===== src/rtl/imm_instr_encoder.sv =====
// RV32I instruction encoder: biased core-view immediate + fields -> 32-bit word, 2-stage valid/ready pipeline.
// Optional `ROUNDTRIP_CHECK_EN adds a re-decode of each OK word and a sticky rt_mismatch output.
module imm_instr_encoder #(
  parameter int CNT_W  = 16,
  parameter int B_BIAS = 8,
  parameter int U_BIAS = 4,
  parameter int J_BIAS = 8
) (
  input  logic             clk,
  input  logic             rst,
  input  logic             in_valid,
  output logic             in_ready,
  input  logic [6:0]       in_opcode,
  input  logic [4:0]       in_rd,
  input  logic [4:0]       in_rs1,
  input  logic [4:0]       in_rs2,
  input  logic [2:0]       in_funct3,
  input  logic [6:0]       in_funct7,
  input  logic [31:0]      in_imm,
  output logic             out_valid,
  input  logic             out_ready,
  output logic [31:0]      out_instr,
  output logic [1:0]       out_err,
  output logic [CNT_W-1:0] enc_count,
  output logic [CNT_W-1:0] err_count
`ifdef ROUNDTRIP_CHECK_EN
  , output logic           rt_mismatch
`endif
);

  // Handshake: a transfer happens on a rising edge where valid && ready; valid never
  // waits on ready, ready never looks at valid, and a held word stays unchanged.
  typedef enum logic [2:0] {FMT_R, FMT_I, FMT_S, FMT_B, FMT_U, FMT_J, FMT_X} fmt_e;

  localparam logic [1:0]  ERR_OK = 2'b00, ERR_RANGE = 2'b01, ERR_ALIGN = 2'b10, ERR_OPCODE = 2'b11;
  localparam logic [31:0] NOP    = 32'h0000_0013;

  logic             s1_valid_q, s1_valid_d;
  fmt_e             s1_fmt_q, s1_fmt_d;
  logic [31:0]      s1_e_q, s1_e_d;
  logic [1:0]       s1_err_q, s1_err_d;
  logic [6:0]       s1_op_q, s1_op_d;
  logic [4:0]       s1_rd_q, s1_rd_d;
  logic [4:0]       s1_rs1_q, s1_rs1_d;
  logic [4:0]       s1_rs2_q, s1_rs2_d;
  logic [2:0]       s1_f3_q, s1_f3_d;
  logic [6:0]       s1_f7_q, s1_f7_d;
  logic             out_valid_q, out_valid_d;
  logic [31:0]      out_instr_q, out_instr_d;
  logic [1:0]       out_err_q, out_err_d;
  logic [CNT_W-1:0] enc_count_q, enc_count_d;
  logic [CNT_W-1:0] err_count_q, err_count_d;

  logic        s2_adv, accept, out_fire;
  fmt_e        in_fmt;
  logic [31:0] in_bias, in_e;
  logic        align_bad, range_bad;
  logic [31:0] pack_instr;

  assign s2_adv    = !out_valid_q || out_ready;
  assign in_ready  = !s1_valid_q || s2_adv;
  assign accept    = in_valid && in_ready;
  assign out_fire  = out_valid_q && out_ready;
  assign out_valid = out_valid_q;
  assign out_instr = out_instr_q;
  assign out_err   = out_err_q;
  assign enc_count = enc_count_q;
  assign err_count = err_count_q;

  // Stage 1 front end: format decode, bias restore, error classification.
  always_comb begin
    in_fmt    = FMT_X;
    in_bias   = 32'd0;
    align_bad = 1'b0;
    range_bad = 1'b0;
    case (in_opcode)
      7'b0110011:                         in_fmt = FMT_R;
      7'b0010011, 7'b0000011, 7'b1100111: in_fmt = FMT_I;
      7'b0100011:                         in_fmt = FMT_S;
      7'b1100011: begin in_fmt = FMT_B; in_bias = 32'(B_BIAS); end
      7'b0110111, 7'b0010111: begin in_fmt = FMT_U; in_bias = 32'(U_BIAS); end
      7'b1101111: begin in_fmt = FMT_J; in_bias = 32'(J_BIAS); end
      default:                            in_fmt = FMT_X;
    endcase
    in_e = in_imm + in_bias;
    case (in_fmt)
      FMT_I, FMT_S: range_bad = !((&in_e[31:11]) || !(|in_e[31:11]));
      FMT_B: begin
        align_bad = in_e[0];
        range_bad = !((&in_e[31:12]) || !(|in_e[31:12]));
      end
      FMT_J: begin
        align_bad = in_e[0];
        range_bad = !((&in_e[31:20]) || !(|in_e[31:20]));
      end
      FMT_U:   align_bad = |in_e[11:0];
      default: ;
    endcase
    if (in_fmt == FMT_X)  s1_err_d = ERR_OPCODE;
    else if (align_bad)   s1_err_d = ERR_ALIGN;
    else if (range_bad)   s1_err_d = ERR_RANGE;
    else                  s1_err_d = ERR_OK;
  end

  always_comb begin
    s1_valid_d = s1_valid_q;
    s1_fmt_d   = s1_fmt_q;
    s1_e_d     = s1_e_q;
    s1_op_d    = s1_op_q;
    s1_rd_d    = s1_rd_q;
    s1_rs1_d   = s1_rs1_q;
    s1_rs2_d   = s1_rs2_q;
    s1_f3_d    = s1_f3_q;
    s1_f7_d    = s1_f7_q;
    if (accept) begin
      s1_valid_d = 1'b1;
      s1_fmt_d   = in_fmt;
      s1_e_d     = in_e;
      s1_op_d    = in_opcode;
      s1_rd_d    = in_rd;
      s1_rs1_d   = in_rs1;
      s1_rs2_d   = in_rs2;
      s1_f3_d    = in_funct3;
      s1_f7_d    = in_funct7;
    end else if (s2_adv) begin
      s1_valid_d = 1'b0;
    end
  end

  // Stage 2 packing; any error collapses the word to a NOP.
  always_comb begin
    pack_instr = NOP;
    case (s1_fmt_q)
      FMT_R: pack_instr = {s1_f7_q, s1_rs2_q, s1_rs1_q, s1_f3_q, s1_rd_q, s1_op_q};
      FMT_I: pack_instr = {s1_e_q[11:0], s1_rs1_q, s1_f3_q, s1_rd_q, s1_op_q};
      FMT_S: pack_instr = {s1_e_q[11:5], s1_rs2_q, s1_rs1_q, s1_f3_q, s1_e_q[4:0], s1_op_q};
      FMT_B: pack_instr = {s1_e_q[12], s1_e_q[10:5], s1_rs2_q, s1_rs1_q, s1_f3_q,
                           s1_e_q[4:1], s1_e_q[11], s1_op_q};
      FMT_U: pack_instr = {s1_e_q[31:12], s1_rd_q, s1_op_q};
      FMT_J: pack_instr = {s1_e_q[20], s1_e_q[10:1], s1_e_q[11], s1_e_q[19:12], s1_rd_q, s1_op_q};
      default: pack_instr = NOP;
    endcase
    if (s1_err_q != ERR_OK) pack_instr = NOP;
  end

  always_comb begin
    out_valid_d = out_valid_q;
    out_instr_d = out_instr_q;
    out_err_d   = out_err_q;
    if (s2_adv) begin
      out_valid_d = s1_valid_q;
      if (s1_valid_q) begin
        out_instr_d = pack_instr;
        out_err_d   = s1_err_q;
      end
    end
    enc_count_d = enc_count_q;
    err_count_d = err_count_q;
    if (out_fire) begin
      if (!(&enc_count_q)) enc_count_d = enc_count_q + 1'b1;
      if ((out_err_q != ERR_OK) && !(&err_count_q)) err_count_d = err_count_q + 1'b1;
    end
  end

  always_ff @(posedge clk) begin
    if (rst) begin
      s1_valid_q  <= 1'b0;
      s1_fmt_q    <= FMT_X;
      s1_e_q      <= '0;
      s1_err_q    <= ERR_OK;
      s1_op_q     <= '0;
      s1_rd_q     <= '0;
      s1_rs1_q    <= '0;
      s1_rs2_q    <= '0;
      s1_f3_q     <= '0;
      s1_f7_q     <= '0;
      out_valid_q <= 1'b0;
      out_instr_q <= '0;
      out_err_q   <= ERR_OK;
      enc_count_q <= '0;
      err_count_q <= '0;
    end else begin
      s1_valid_q  <= s1_valid_d;
      s1_fmt_q    <= s1_fmt_d;
      s1_e_q      <= s1_e_d;
      s1_err_q    <= s1_err_d;
      s1_op_q     <= s1_op_d;
      s1_rd_q     <= s1_rd_d;
      s1_rs1_q    <= s1_rs1_d;
      s1_rs2_q    <= s1_rs2_d;
      s1_f3_q     <= s1_f3_d;
      s1_f7_q     <= s1_f7_d;
      out_valid_q <= out_valid_d;
      out_instr_q <= out_instr_d;
      out_err_q   <= out_err_d;
      enc_count_q <= enc_count_d;
      err_count_q <= err_count_d;
    end
  end

`ifdef ROUNDTRIP_CHECK_EN
  logic [31:0] s1_imm_q, s1_imm_d;
  logic [31:0] s2_imm_q, s2_imm_d;
  logic        rt_mismatch_q, rt_mismatch_d;
  logic [31:0] dec_imm;
  logic        dec_chk;

  // Re-decode with the core extender's rules, including the bias it subtracts.
  always_comb begin
    dec_imm = '0;
    dec_chk = 1'b1;
    case (out_instr_q[6:0])
      7'b0010011, 7'b0000011, 7'b1100111:
        dec_imm = {{20{out_instr_q[31]}}, out_instr_q[31:20]};
      7'b0100011:
        dec_imm = {{20{out_instr_q[31]}}, out_instr_q[31:25], out_instr_q[11:7]};
      7'b1100011:
        dec_imm = {{19{out_instr_q[31]}}, out_instr_q[31], out_instr_q[7], out_instr_q[30:25],
                   out_instr_q[11:8], 1'b0} - 32'(B_BIAS);
      7'b0110111, 7'b0010111:
        dec_imm = {out_instr_q[31:12], 12'b0} - 32'(U_BIAS);
      7'b1101111:
        dec_imm = {{11{out_instr_q[31]}}, out_instr_q[31], out_instr_q[19:12], out_instr_q[20],
                   out_instr_q[30:21], 1'b0} - 32'(J_BIAS);
      default: dec_chk = 1'b0;
    endcase
    s1_imm_d      = accept ? in_imm : s1_imm_q;
    s2_imm_d      = (s2_adv && s1_valid_q) ? s1_imm_q : s2_imm_q;
    rt_mismatch_d = rt_mismatch_q;
    if (out_fire && (out_err_q == ERR_OK) && dec_chk && (dec_imm != s2_imm_q))
      rt_mismatch_d = 1'b1;
  end

  always_ff @(posedge clk) begin
    if (rst) begin
      s1_imm_q      <= '0;
      s2_imm_q      <= '0;
      rt_mismatch_q <= 1'b0;
    end else begin
      s1_imm_q      <= s1_imm_d;
      s2_imm_q      <= s2_imm_d;
      rt_mismatch_q <= rt_mismatch_d;
    end
  end

  assign rt_mismatch = rt_mismatch_q;
`endif

endmodule


===== config.mk =====
export PLATFORM = sky130hd
export DESIGN_NAME = imm_instr_encoder
export DESIGN_NICKNAME = d
export VERILOG_FILES = /design/src/rtl/imm_instr_encoder.sv
export SDC_FILE = /design/constraint.sdc
export NUM_CORES = 1
export LEC_CHECK = 0
export ABC_CLOCK_PERIOD_IN_PS = 4230
export CAP_MARGIN = 0
export CORE_ASPECT_RATIO = 1.1
export CORE_MARGIN = 2
export CORE_UTILIZATION = 24
export DETAILED_ROUTE_END_ITERATION = 6
export PLACE_DENSITY_LB_ADDON = 0.15
export SLEW_MARGIN = 15
export SYNTH_ARGS = -nofsm -noshare
export SYNTH_HDL_FRONTEND = slang
export SYNTH_SLANG_ARGS = --single-unit

===== constraint.sdc =====
create_clock -name clk -period 4.23 [get_ports clk]
set_clock_uncertainty 0.1 [all_clocks]
set_input_delay 0.6345 -clock clk [delete_from_list [all_inputs] [get_ports clk]]
set_output_delay 0.6345 -clock clk [all_outputs]
set_load 0.005 [all_outputs]

==> summary.txt, run 1 <==
Floorplanning
  – Die Area: 0.0297 mm^2
  – Core area: 0.0279 mm^2
  – Top Ports: 136
  – Die Wd: 164 um
  – Die H: 181 um
  – Starting Density: 24.4%
  – Row Count: 64

CTS
  – H-tree levels: 4
  – Post CTS Setup Buffer Count: 0
  – Hold Buf Count CTS: 0
  – TritonCTS buffer count: 17
  – CTS tree: built
  – CTS root buf: clkbuf_16
  – CTS max path bufs: 2
  – Clk_lat worst skew: 0.42 ns
  – Clock sink count: 137
  – Post-CTS Resized: 0
  – Clock-pin slew on the worst setup and hold paths: 0.06 ns

Pwr
  – Comb pwr share: 9.7%
  – Sw Pwr: 791 uW
  – Clock power share: 48.4%
  – Peak supply drop: 279 uV
  – Final Power: 3260 uW
  – P_int: 2470 uW
  – P_leak: 0.00326 uW
  – Seq pwr share: 42.0%
  – Sw Share: 24.3%
  – Pwr/cell area: 348 mW/mm^2

Detailed routing
  – Drt pass-1 iters: 4
  – Routed Antenna Nets: 0
  – Max layer used: met4
  – Vias post-DR: 6459
  – Met2 Wirelength: 9530 um
  – DR DRC count: 0
  – Drt via density: 4.71
  – M1 WL: 10600 um
  – Met3 WL: 968 um
  – DR iter-0 viols: 436
  – Final WL: 21500 um
  – Routed len/inst: 15.7 um

Layout
  – Nets@finish: 1068
  – Reg area: 0.00274 mm^2
  – Multi-input gate area: 0.00371 mm^2
  – Layout cells sized above 1: 10.8%
  – Fillers: 2981
  – P&R area growth vs syn: 37.6%
  – Ant diodes: 0
  – Non-Filler Instances: 1370

Critical path
  – Reg2reg setup slack: 1.75 ns
  – WS Path Type: input pin to register
  – Worst R2R Start: enc_count[3]
  – Crit path from: in_opcode[6]
  – Arrival @ worst endpoint: 4.09 ns
  – Worst setup EP type: register
  – Crit path max fanout: 4
  – Worst Setup Start Kind: input pin
  – Required time worst endpoint: 4.43 ns

Synth
  – Cell taking the most area after synthesis: dfxtp_1
  – Synth async-reset ratio: 0%
  – Synth warnings: 0
  – Post-synth EDFFs: 0
  – Net Count, Synth: 927
  – Synth top area share: 40.3%
  – Number of synthesized register bits: 137
  – Synth top area cells: dfxtp_1 40%, nand2_1 6.6%, nor2_1 6.4%
  – Distinct cells, synth: 64
  – Syn Area/Cell: 7.96 um^2
  – Synth Flop Type: dfxtp_1
  – Sequential-to-total area share from yosys stat: 40.3%
  – Synth Cell Area: 0.00680 mm^2
  – Gate Count Post-Synth: 854

STA
  – Least-Margin Pin Slew: 0.864 ns
  – # setup viols final: 0
  – Slew HR: 41.8%
  – Final hold violation count: 0
  – Worst hold slack: 0.348 ns
  – Crit path time final: 3.88 ns
  – Period utilization: 91.8%
  – Unrepaired setup endpoints after global routing: no
  – Final Max Tran Viols: 0
  – Max Fclk: 0.258 GHz

Global route
  – Initial antenna violation count: 0
  – Pin count of the biggest net entering global routing: 93
  – Total GRT Usage: 14.7%
  – Vias in the first global route: 6163
  – First-pass GRT wire length: 34300 um
  – Grt ovf: 0

Worst hold path
  – Hold_sp: s1_op_q[0]
  – Hold WC Path Type: register to register

Status
  – Outcome: complete, no violations

Place
  – Port Buffers: 135
  – DPL Wire Length: 16000 um
  – Placed Cells: 1339
  – Routability cong.: 0.843

Run
  – Number of max-cap violations: 0
power by group through the flow:
| stage | sequential (uW) | clock, uW | combinational [uW] |
|---|---|---|---|
| floorplan | 1380 | 0 | 167 |
| global placement | 1400 | 0 | 319 |
| detailed placement | 1400 | 0 | 319 |
| CTS | 1370 | 1630 | 320 |
| global route | 1370 | 1680 | 352 |
| finish | 1370 | 1580 | 316 |
per-stage QoR:
step	TNS [ns]	setup WS (ns)	utilization (%)	cell area, um^2
2_1_floorplan	0	0.527	-	6800
3_3_place_gp	-0.0430	-0.0430	31.3	8730
3_5_place_dp	-0.0438	-0.0438	31.3	8730
4_1_cts	0	0.382	33.6	9360
5_1_grt	0	0.0745	33.6	9360
6_report	0	0.348	33.6	9360
cell usage in the layout (no fill, tap or decap), types with 5 or more instances in the layout:
master,synthesis,final
and3_1,6,6
and4_1,5,5
nand2_1,119,119
a211oi_1,30,30
nor4b_1,5,5
xnor2_1,20,20
o21ai_0,20,20
clkdlybuf4s50_1,0,134
inv_1,28,28
a22oi_1,49,49
nor2b_1,7,7
a21oi_1,54,53
nand3b_1,5,5
nand3_1,30,30
xor2_1,34,34
nor4_1,9,9
buf_4,2,48
o22ai_1,15,15
clkbuf_16,0,17
dfxtp_1,137,137
nor4_2,5,5
nor3_1,17,17
nor2_1,115,115
nand4_1,17,17
worst paths after layout:
check | to | depth (start not counted)
max reg2reg | enc_count[14] | 7
min reg2reg | out_instr[0] | 2
min | out_instr[0] | 2
max | s1_err_q[0] | 17
worst max-delay path: stages:
cell,delay [ns]
clkdlybuf4s50_1,0.42
buf_4,0.16
nor3_1,0.18
nand3_1,0.10
inv_1,0.09
ha_1,0.17
inv_1,0.05
fa_1,0.43
nand4b_1,0.28
buf_4,0.19
nor4_1,0.33
xnor2_1,0.23
nand3_1,0.11
a211oi_1,0.30
nand4_1,0.15
a31oi_1,0.17
o21ai_1,0.07
state kept, by name (all words and copies together) (netlist names):
signal	cells
s1_op_q	7
enc_count	16
s1_f3_q	3
s1_fmt_q	3
s1_f7_q	7
out_valid	1
s1_valid_q	1
s1_err_q	2
s1_rs1_q	5
out_err	2
s1_rd_q	5
out_instr	32
s1_rs2_q	5
s1_e_q	32
err_count	16
per-layer routing:
metal  vias to the layer above  GRT usage (%)
li1                       3296              -
met1                      2981           20.4
met2                       158           22.6
met3                        24           2.88
met4                         0           4.97
met5                         -              0
logic make-up after synthesis:
logic type      count (synthesis)  synth area share, %
mux                             8                 1.25
simple gates                  370                 26.5
fa+ha+maj                       5                 1.03
compound gates                190                 18.3
buf+inv                        89                 5.34
xor+xnor                       55                 7.20
flops                         137                 40.3
final cells by class:
cell class                 instances  area share, %
multi-input combinational        628           39.6
clock buffer                      17           4.55
sequential                       137           29.3
tap                              363           4.85
inverter                          28           1.12
timing repair buffer             183           18.4
clock inverter                    14           2.11
Yosys cell counts, types with 6 or more instances:
cell,count
a211oi_1,30
a21oi_1,54
a22oi_1,49
and3_1,6
buf_1,6
clkbuf_1,46
dfxtp_1,137
inv_1,28
nand2_1,119
nand3_1,30
nand4_1,17
nor2_1,115
nor2b_1,7
nor3_1,17
nor4_1,9
o21ai_0,20
o22ai_1,15
xnor2_1,20
xor2_1,34
Note: power is estimated with default switching activity, not from simulation.
==> inputs of run 2 (changes only) <==
- CAP_MARGIN: 0 -> default
==> results of run 2 <==
The final DEF is identical to that of run 1; final timing and power are the same.
==> inputs of run 3 (changes only) <==
- HOLD_SLACK_MARGIN: default -> 0.1
==> results of run 3 <==
The final DEF is identical to that of run 1; final timing and power are the same.
